**src/rtl/mda_hbridge_pwm_pkg.sv**
```systemverilog
// Shared definitions for the H-bridge PWM drive stage: default widths, drive-state
// encoding, gate bit positions and the direction-to-gate mapping.
package mda_hbridge_pwm_pkg;

  localparam int unsigned PeriodLengthDefault = 16;
  localparam int unsigned DeadtimeDefault     = 50;

  // Gate bit positions on the 4-bit gate bus.
  localparam int unsigned GateAHi = 0;
  localparam int unsigned GateALo = 1;
  localparam int unsigned GateBHi = 2;
  localparam int unsigned GateBLo = 3;

  typedef enum logic [1:0] {
    StOff   = 2'b00,
    StDead  = 2'b01,
    StDrive = 2'b10
  } state_e;

  // Forward: A high side chops, B low side held on. Reverse: mirror image.
  // Each leg only ever has one of its two switches on.
  function automatic logic [3:0] gate_map(input logic dir, input logic pwm);
    logic [3:0] g;
    g = '0;
    if (!dir) begin
      g[GateAHi] = pwm;
      g[GateBLo] = 1'b1;
    end else begin
      g[GateBHi] = pwm;
      g[GateALo] = 1'b1;
    end
    return g;
  endfunction

endpackage

```
**src/rtl/mda_hbridge_pwm_if.sv**
```systemverilog
// Control/status bundle between the motor-control slave registers and one H-bridge drive stage.
//   on, dir, period, duty_cycle : register values driven by the slave (master side)
//   gate, active, period_tick   : drive-stage outputs (slave side)
interface mda_hbridge_pwm_if #(
  parameter int unsigned PERIOD_LENGTH = mda_hbridge_pwm_pkg::PeriodLengthDefault
) ();

  logic                     on;
  logic                     dir;
  logic [PERIOD_LENGTH-1:0] period;
  logic [PERIOD_LENGTH-1:0] duty_cycle;
  logic [3:0]               gate;
  logic                     active;
  logic                     period_tick;

  modport master (
    output on, dir, period, duty_cycle,
    input  gate, active, period_tick
  );

  modport slave (
    input  on, dir, period, duty_cycle,
    output gate, active, period_tick
  );

endinterface

```
**src/rtl/mda_hbridge_pwm_counter.sv**
```systemverilog
// PWM period counter with shadowed duty/period.
//   clk_i, rst_ni  : clock, asynchronous active-low reset
//   run_i          : advance the counter this cycle (staying in drive)
//   restart_i      : start a fresh period at cnt=0 and load shadows from the inputs
//   period_i       : requested period (loaded into the shadow on restart or wrap)
//   duty_i         : requested high time (loaded into the shadow on restart or wrap)
//   wrap_o         : current count is the last of the period
//   pwm_next_o     : PWM level corresponding to the next-cycle count, for registering upstream
module mda_hbridge_pwm_counter #(
  parameter int unsigned Width = 16
) (
  input  logic             clk_i,
  input  logic             rst_ni,
  input  logic             run_i,
  input  logic             restart_i,
  input  logic [Width-1:0] period_i,
  input  logic [Width-1:0] duty_i,
  output logic             wrap_o,
  output logic             pwm_next_o
);

  localparam logic [Width-1:0] One = Width'(1);

  logic [Width-1:0] cnt_q, cnt_d;
  logic [Width-1:0] sh_period_q, sh_period_d;
  logic [Width-1:0] sh_duty_q, sh_duty_d;

  // >= rather than == so a shortened period never lets the count run past it.
  assign wrap_o = (cnt_q >= (sh_period_q - One));

  always_comb begin
    cnt_d       = '0;
    sh_period_d = sh_period_q;
    sh_duty_d   = sh_duty_q;
    if (restart_i) begin
      sh_period_d = period_i;
      sh_duty_d   = duty_i;
    end else if (run_i) begin
      if (wrap_o) begin
        sh_period_d = period_i;
        sh_duty_d   = duty_i;
      end else begin
        cnt_d = cnt_q + One;
      end
    end
  end

  // duty >= period yields 100% since cnt never reaches period.
  assign pwm_next_o = (cnt_d < sh_duty_d);

  always_ff @(posedge clk_i or negedge rst_ni) begin
    if (!rst_ni) begin
      cnt_q       <= '0;
      sh_period_q <= '0;
      sh_duty_q   <= '0;
    end else begin
      cnt_q       <= cnt_d;
      sh_period_q <= sh_period_d;
      sh_duty_q   <= sh_duty_d;
    end
  end

endmodule

```
**src/rtl/mda_hbridge_pwm.sv**
```systemverilog
// Per-motor H-bridge drive stage: OFF/DEAD/DRIVE sequencing with enforced dead-time on enable
// and on direction reversal, shadowed PWM, registered gate outputs.
//   clk    : system clock
//   reset  : asynchronous active-low reset
//   bus    : slave modport -- on/dir/period/duty_cycle in; gate/active/period_tick out
module mda_hbridge_pwm
  import mda_hbridge_pwm_pkg::*;
#(
  parameter int unsigned PERIOD_LENGTH   = PeriodLengthDefault,
  parameter int unsigned DEADTIME_CYCLES = DeadtimeDefault
) (
  input  logic              clk,
  input  logic              reset,
  mda_hbridge_pwm_if.slave  bus
);

  localparam int unsigned    DeadW    = $clog2(DEADTIME_CYCLES + 1);
  localparam logic [DeadW-1:0] DeadLoad = DeadW'(DEADTIME_CYCLES);
  localparam logic [DeadW-1:0] DeadOne  = DeadW'(1);

  state_e           state_q, state_d;
  logic [DeadW-1:0] dead_q, dead_d;
  logic             dir_q, dir_d;
  logic [3:0]       gate_q, gate_d;
  logic             active_q, active_d;
  logic             tick_q, tick_d;

  logic run, restart, wrap, pwm_next, period_zero;

  assign period_zero = (bus.period == '0);

  mda_hbridge_pwm_counter #(
    .Width (PERIOD_LENGTH)
  ) u_counter (
    .clk_i      (clk),
    .rst_ni     (reset),
    .run_i      (run),
    .restart_i  (restart),
    .period_i   (bus.period),
    .duty_i     (bus.duty_cycle),
    .wrap_o     (wrap),
    .pwm_next_o (pwm_next)
  );

  always_comb begin
    state_d = state_q;
    dead_d  = dead_q;
    dir_d   = dir_q;
    run     = 1'b0;
    restart = 1'b0;
    unique case (state_q)
      StOff: begin
        if (bus.on && !period_zero) begin
          state_d = StDead;
          dir_d   = bus.dir;
          dead_d  = DeadLoad;
        end
      end
      StDead: begin
        if (!bus.on || period_zero) begin
          state_d = StOff;
        end else if (bus.dir != dir_q) begin
          // Reversal mid dead-time restarts the full dead-time.
          dir_d  = bus.dir;
          dead_d = DeadLoad;
        end else if (dead_q <= DeadOne) begin
          state_d = StDrive;
          dead_d  = '0;
          restart = 1'b1;
        end else begin
          dead_d = dead_q - DeadOne;
        end
      end
      StDrive: begin
        if (!bus.on || period_zero) begin
          state_d = StOff;
        end else if (bus.dir != dir_q) begin
          state_d = StDead;
          dir_d   = bus.dir;
          dead_d  = DeadLoad;
        end else begin
          run = 1'b1;
        end
      end
      default: state_d = StOff;
    endcase

    // Outputs are registered from next-state so they line up with the state they describe.
    gate_d   = (state_d == StDrive) ? gate_map(dir_d, pwm_next) : 4'b0000;
    active_d = (state_d == StDrive);
    tick_d   = run && wrap;
  end

  always_ff @(posedge clk or negedge reset) begin
    if (!reset) begin
      state_q  <= StOff;
      dead_q   <= '0;
      dir_q    <= 1'b0;
      gate_q   <= 4'b0000;
      active_q <= 1'b0;
      tick_q   <= 1'b0;
    end else begin
      state_q  <= state_d;
      dead_q   <= dead_d;
      dir_q    <= dir_d;
      gate_q   <= gate_d;
      active_q <= active_d;
      tick_q   <= tick_d;
    end
  end

  assign bus.gate        = gate_q;
  assign bus.active      = active_q;
  assign bus.period_tick = tick_q;

endmodule

```
**src/flat_wrapper.sv**
```systemverilog
// flat-port wrapper written by rule: the top's interface ports become plain ports
module mda_hbridge_pwm_flat import mda_hbridge_pwm_pkg::*;
#(
  parameter int unsigned PERIOD_LENGTH   = PeriodLengthDefault,
  parameter int unsigned DEADTIME_CYCLES = DeadtimeDefault
)
  (clk, reset, bus_on, bus_dir, bus_period, bus_duty_cycle, bus_gate, bus_active, bus_period_tick);
  mda_hbridge_pwm_if #(.PERIOD_LENGTH(PERIOD_LENGTH)) bus_i ();
  input  logic clk;
  input  logic reset;
  input wire logic [$bits(bus_i.on)-1:0] bus_on;
  input wire logic [$bits(bus_i.dir)-1:0] bus_dir;
  input wire logic [$bits(bus_i.period)-1:0] bus_period;
  input wire logic [$bits(bus_i.duty_cycle)-1:0] bus_duty_cycle;
  output wire logic [$bits(bus_i.gate)-1:0] bus_gate;
  output wire logic [$bits(bus_i.active)-1:0] bus_active;
  output wire logic [$bits(bus_i.period_tick)-1:0] bus_period_tick;
  assign bus_i.on = bus_on;
  assign bus_i.dir = bus_dir;
  assign bus_i.period = bus_period;
  assign bus_i.duty_cycle = bus_duty_cycle;
  assign bus_gate = bus_i.gate;
  assign bus_active = bus_i.active;
  assign bus_period_tick = bus_i.period_tick;
  mda_hbridge_pwm #(.PERIOD_LENGTH(PERIOD_LENGTH), .DEADTIME_CYCLES(DEADTIME_CYCLES)) u_core (.clk(clk), .reset(reset), .bus(bus_i));
endmodule
```
**config.mk**
```make
export PLATFORM = sky130hd
export DESIGN_NAME = mda_hbridge_pwm_flat
export DESIGN_NICKNAME = d
export VERILOG_FILES = /design/src/rtl/mda_hbridge_pwm_pkg.sv /design/src/rtl/mda_hbridge_pwm_if.sv /design/src/rtl/mda_hbridge_pwm_counter.sv /design/src/rtl/mda_hbridge_pwm.sv /design/src/flat_wrapper.sv
export SDC_FILE = /design/constraint.sdc
export NUM_CORES = 1
export LEC_CHECK = 0
export BUFFER_PORTS_ARGS = -buffer_cell sky130_fd_sc_hd__buf_2
export CAP_MARGIN = 0
export CORE_AREA = 2 2 106 108
export CTS_BUF_LIST = sky130_fd_sc_hd__clkbuf_8 sky130_fd_sc_hd__clkbuf_16
export DETAILED_ROUTE_END_ITERATION = 16
export DIE_AREA = 0 0 108 110
export MAX_ROUTING_LAYER = met4
export PLACE_DENSITY_LB_ADDON = 0.2
export SETUP_SLACK_MARGIN = 0.3
export SYNTH_ARGS = -nofsm -noshare
export SYNTH_HDL_FRONTEND = slang
export SYNTH_SLANG_ARGS = --single-unit
```
**constraint.sdc**
```tcl
create_clock -name clk -period 6.65 [get_ports clk]
set_clock_uncertainty 0.05 [all_clocks]
set_input_delay 0.3325 -clock clk [delete_from_list [all_inputs] [get_ports clk]]
set_output_delay 0.3325 -clock clk [all_outputs]
set_load 0.005 [all_outputs]
```
==> run_results.csv <==
group,metric,value,unit
setup_path,crit_arrival,5.86,ns
sta,worst_pin_slew,0.8238,ns
setup_path,reg2reg_slack,0.99,ns
clocking,clock_latency,0.35,ns
clocking,root_buffer,"clkbuf_8",
setup_path,r2r.worst_path.cells,17,
pwr,power_leakage,2.281,nW
routing,wl_per_cell,14.59,um
sta,setup_ws,0.9866,ns
routing,dr_total_vias,2847,
finish,area_growth,16.53,%
finish,fill_cells,1076,
global_route,grt_max_degree,64,
status,outcome,"finished, final reports clean",
setup_path,r2r-start,"u_core.u_counter.sh_period_q[3]",
synthesis,postSynth.asyncResetShare,100.0,%
place,port_buffers,41,
clocking,ctsResizeCount,0,
synthesis,synthCells,376,
floorplanning,die_h,110,um
synthesis,synth_seq_cells,63,
floorplanning,fp-row-count,38,
pwr,vdd_ir_drop_max,0.1292,mV
setup_path,cp.required,6.85,ns
sta,maxSlewHeadroom,45.08,%
finish,regArea,0.001577,mm^2
clocking,post_cts_buffers,0,
finish,multi_input_area,0.002093,mm^2
hold_path,hp-class,"input port to async pin",
floorplanning,io_pins,42,
floorplanning,die_area,0.01188,mm^2
synthesis,synth_top_cell_area_share,41.49,%
synthesis,syn-num-nets,451,
setup_path,r2r_end,"u_core.bus.gate[2]",
finish,drive_above_1_share,20.28,%
global_route,track_usage,15.80,%
global_route,grt_antenna_before_repair,0,
floorplanning,initial_core_util,35.52,%
synthesis,avgSynthCellArea,10.11,um^2
synthesis,synth_cell_types,49,
clocking,path_clk_slew,0.07,ns
place,hpwlAfterDp,6146,um
synthesis,synth_area_leaders,"dfrtp_1 41%, ha_1 13%, mux2_2 5.0%, mux2i_1 4.0%, nor2_1 3.9%",
synthesis,ys.flop_type,"dfrtp_1",
routing,drtPass1Iterations,4,
global_route,grt_pass1_vias,2787,
global_route,grt_pass1_wl,13910,um
finish,fin_area,0.004428,mm^2
setup_path,worstSetupStartpointType,"flip-flop",
clocking,htreeDepth,3,
routing,ant_nets,0,
setup_path,path_cells,"or4_1 -> nor4_2 -> nand2_1 -> xor2_1 -> ha_1 -> and2_0 -> a221o_1 -> a211oi_1 -> o21ai_0 -> nand2_1 -> buf_6 -> mux2i_1 -> ha_1 -> a2111oi_1 -> o41ai_1 -> a2111o_1 -> nor4b_2",
floorplanning,die_width,108,um
sta,rsz0062_at_grt,"no",
place,placed_area,0.004169,mm^2
clocking,cts_buffers,9,
routing,viasPerCell,5.004,
sta,period_needed,5.663,ns
clocking,cts_hold_buf,0,
clocking,numClockSinks,63,
setup_path,cp-end-kind,"flip-flop",
finish,antennaDiodeCount,0,
floorplanning,core_area,0.01070,mm^2
synthesis,synth.largest_area_cell,"dfrtp_1",
sta,hold_violations,0,
flow_run,drv_cap,0,
sta,finalSetupViolCount,0,
synthesis,synth-seq-area-share,41.49,%
sta,fin_hold_ws,0.09588,ns
routing,drt_iter0_drc,175,
setup_path,slowest_stage,"or4_1",
setup_path,cp-endpoint,"u_core.bus.gate[2]",
sta,setup_tns,0,ns
setup_path,slowest_delay,0.58,ns
place,place_ws,0.5769,ns
routing,drt_wl_total,8301,um
setup_path,cp-startpoint,"u_core.u_counter.sh_period_q[3]",
clocking,cts_tree,"done",
setup_path,path_class,"flip-flop to flip-flop",
synthesis,syn_area,0.003800,mm^2
sta,drv_slew,0,
pwr,p_per_area,232.8,mW/mm^2
synthesis,yosysWarnings,0,
global_route,grt_overflow,0,
pwr,fin_total_pwr,1.031,mW
place,gp_congestion,0.8192,
routing,drcViolationCount,0,
setup_path,cp_max_fo,28,
finish,final_net_count,499,
clocking,cts_buffer_depth,2,
synthesis,synth_edf_count,0,
sta,min_period_over_period,85.16,%
sta,fmax,176.6,MHz
==> kinds of logic after synthesis <==
family	Yosys count	synth area share, %
flip-flops	63	41.49
XOR/XNOR	29	6.684
multiplexers	32	8.989
AO/OA/AOI/OAI	60	10.31
buffers and inverters	36	3.754
adder cells (fa/ha/maj)	39	12.84
AND/OR/NAND/NOR	117	15.94
==> report_power, final <==
group	switching, mW	total, mW	internal [mW]	leakage [nW]
logic	0.115	0.193	0.0783	1.31
clock network	0.151	0.402	0.251	0.127
registers	0.0272	0.436	0.408	0.847
total	0.293	1.03	0.738	2.28
==> placed cells by master, fill, tap and decap left out, types with 2 or more instances in the layout <==
master | Yosys | layout
a211oi_1 | 3 | 3
a21o_1 | 2 | 2
a21oi_1 | 13 | 13
a31oi_1 | 3 | 3
and3_1 | 4 | 4
buf_2 | 3 | 41
buf_4 | 1 | 2
bufinv_16 | 0 | 2
clkbuf_8 | 0 | 13
dfrtp_1 | 63 | 63
ha_1 | 39 | 39
inv_1 | 29 | 30
mux2_2 | 17 | 17
mux2i_1 | 15 | 15
nand2_1 | 19 | 19
nand2b_1 | 3 | 3
nand3_1 | 8 | 8
nand4_1 | 7 | 7
nor2_1 | 39 | 39
nor2b_1 | 4 | 4
nor3_1 | 9 | 9
nor4_1 | 6 | 5
nor4_2 | 2 | 3
o211ai_1 | 3 | 3
o21a_1 | 2 | 2
o21ai_0 | 19 | 19
o21bai_1 | 2 | 2
o22ai_1 | 2 | 2
o41ai_1 | 2 | 2
or3_1 | 3 | 2
or4_1 | 5 | 5
xnor2_1 | 16 | 16
xor2_1 | 13 | 13
==> state kept, by name, indices dropped and copies added (netlist names) <==
signal,flops
u_core.u_counter.cnt_q,16
u_core.state_q,2
u_core.bus.active,1
u_core.dead_q,6
u_core.dir_q,1
u_core.u_counter.sh_period_q,16
u_core.bus.gate,4
u_core.bus.period_tick,1
u_core.u_counter.sh_duty_q,16
==> worst min path at each step <==
stage / cells after the start / endpoint / start
finish: 2 / u_core.u_counter.sh_duty_q[4] / reset
global placement: 2 / u_core.u_counter.sh_duty_q[3] / u_core.u_counter.sh_duty_q[3]
floorplan: 0 / u_core.bus.active / reset
CTS: 2 / u_core.u_counter.sh_duty_q[3] / reset
detailed placement: 2 / u_core.u_counter.sh_duty_q[10] / u_core.u_counter.sh_duty_q[10]
global route: 2 / u_core.u_counter.sh_duty_q[4] / reset
==> critical path, delay by kind of cell, from the launching register on <==
kind            cells  cell delay (ns)
fa+ha+maj           2             0.58
mux                 1             0.28
compound gates      6             1.94
xor+xnor            1             0.17
buf+inv             1             0.35
simple gates        6             1.76
flops               1             0.42
==> stage by stage <==
step	instances	utilization (%)
after global placement	553	38.97
after global routing	569	41.39
after detailed placement	553	38.97
after floorplan	376	-
after CTS	569	41.24
final	569	41.39
==> metal layers <==
| metal | GRT usage, % | vias to the layer above | wire (um) |
|---|---|---|---|
| li1 | - | 1440 | - |
| met1 | 21.49 | 1338 | 4204 |
| met2 | 22.87 | 61 | 3642 |
| met3 | 3.057 | 8 | 329 |
| met4 | 7.234 | 0 | 124 |
| met5 | - | - | 0 |
==> final cells by class <==
cell class	instances	share of cell area, %
tap	140	3.956
clock buffer	13	4.041
timing repair buffer	44	5.227
inverter	29	2.458
sequential	63	35.60
multi-input combinational	277	47.27
clock inverter	3	1.441
==> cells in the mapped netlist, types with 2 or more instances <==
cell type,instances
mux2i_1,15
o41ai_1,2
dfrtp_1,63
o21bai_1,2
xor2_1,13
nor2_1,39
or4_1,5
xnor2_1,16
o211ai_1,3
buf_2,3
a211oi_1,3
o22ai_1,2
inv_1,29
a21o_1,2
o21ai_0,19
a31oi_1,3
ha_1,39
nor4_1,6
nand2b_1,3
mux2_2,17
nor2b_1,4
nor3_1,9
o21a_1,2
or3_1,3
a21oi_1,13
and3_1,4
nand4_1,7
nand3_1,8
clkbuf_1,3
nand2_1,19
nor4_2,2
No activity file was read; power rests on OpenSTA's default activity.
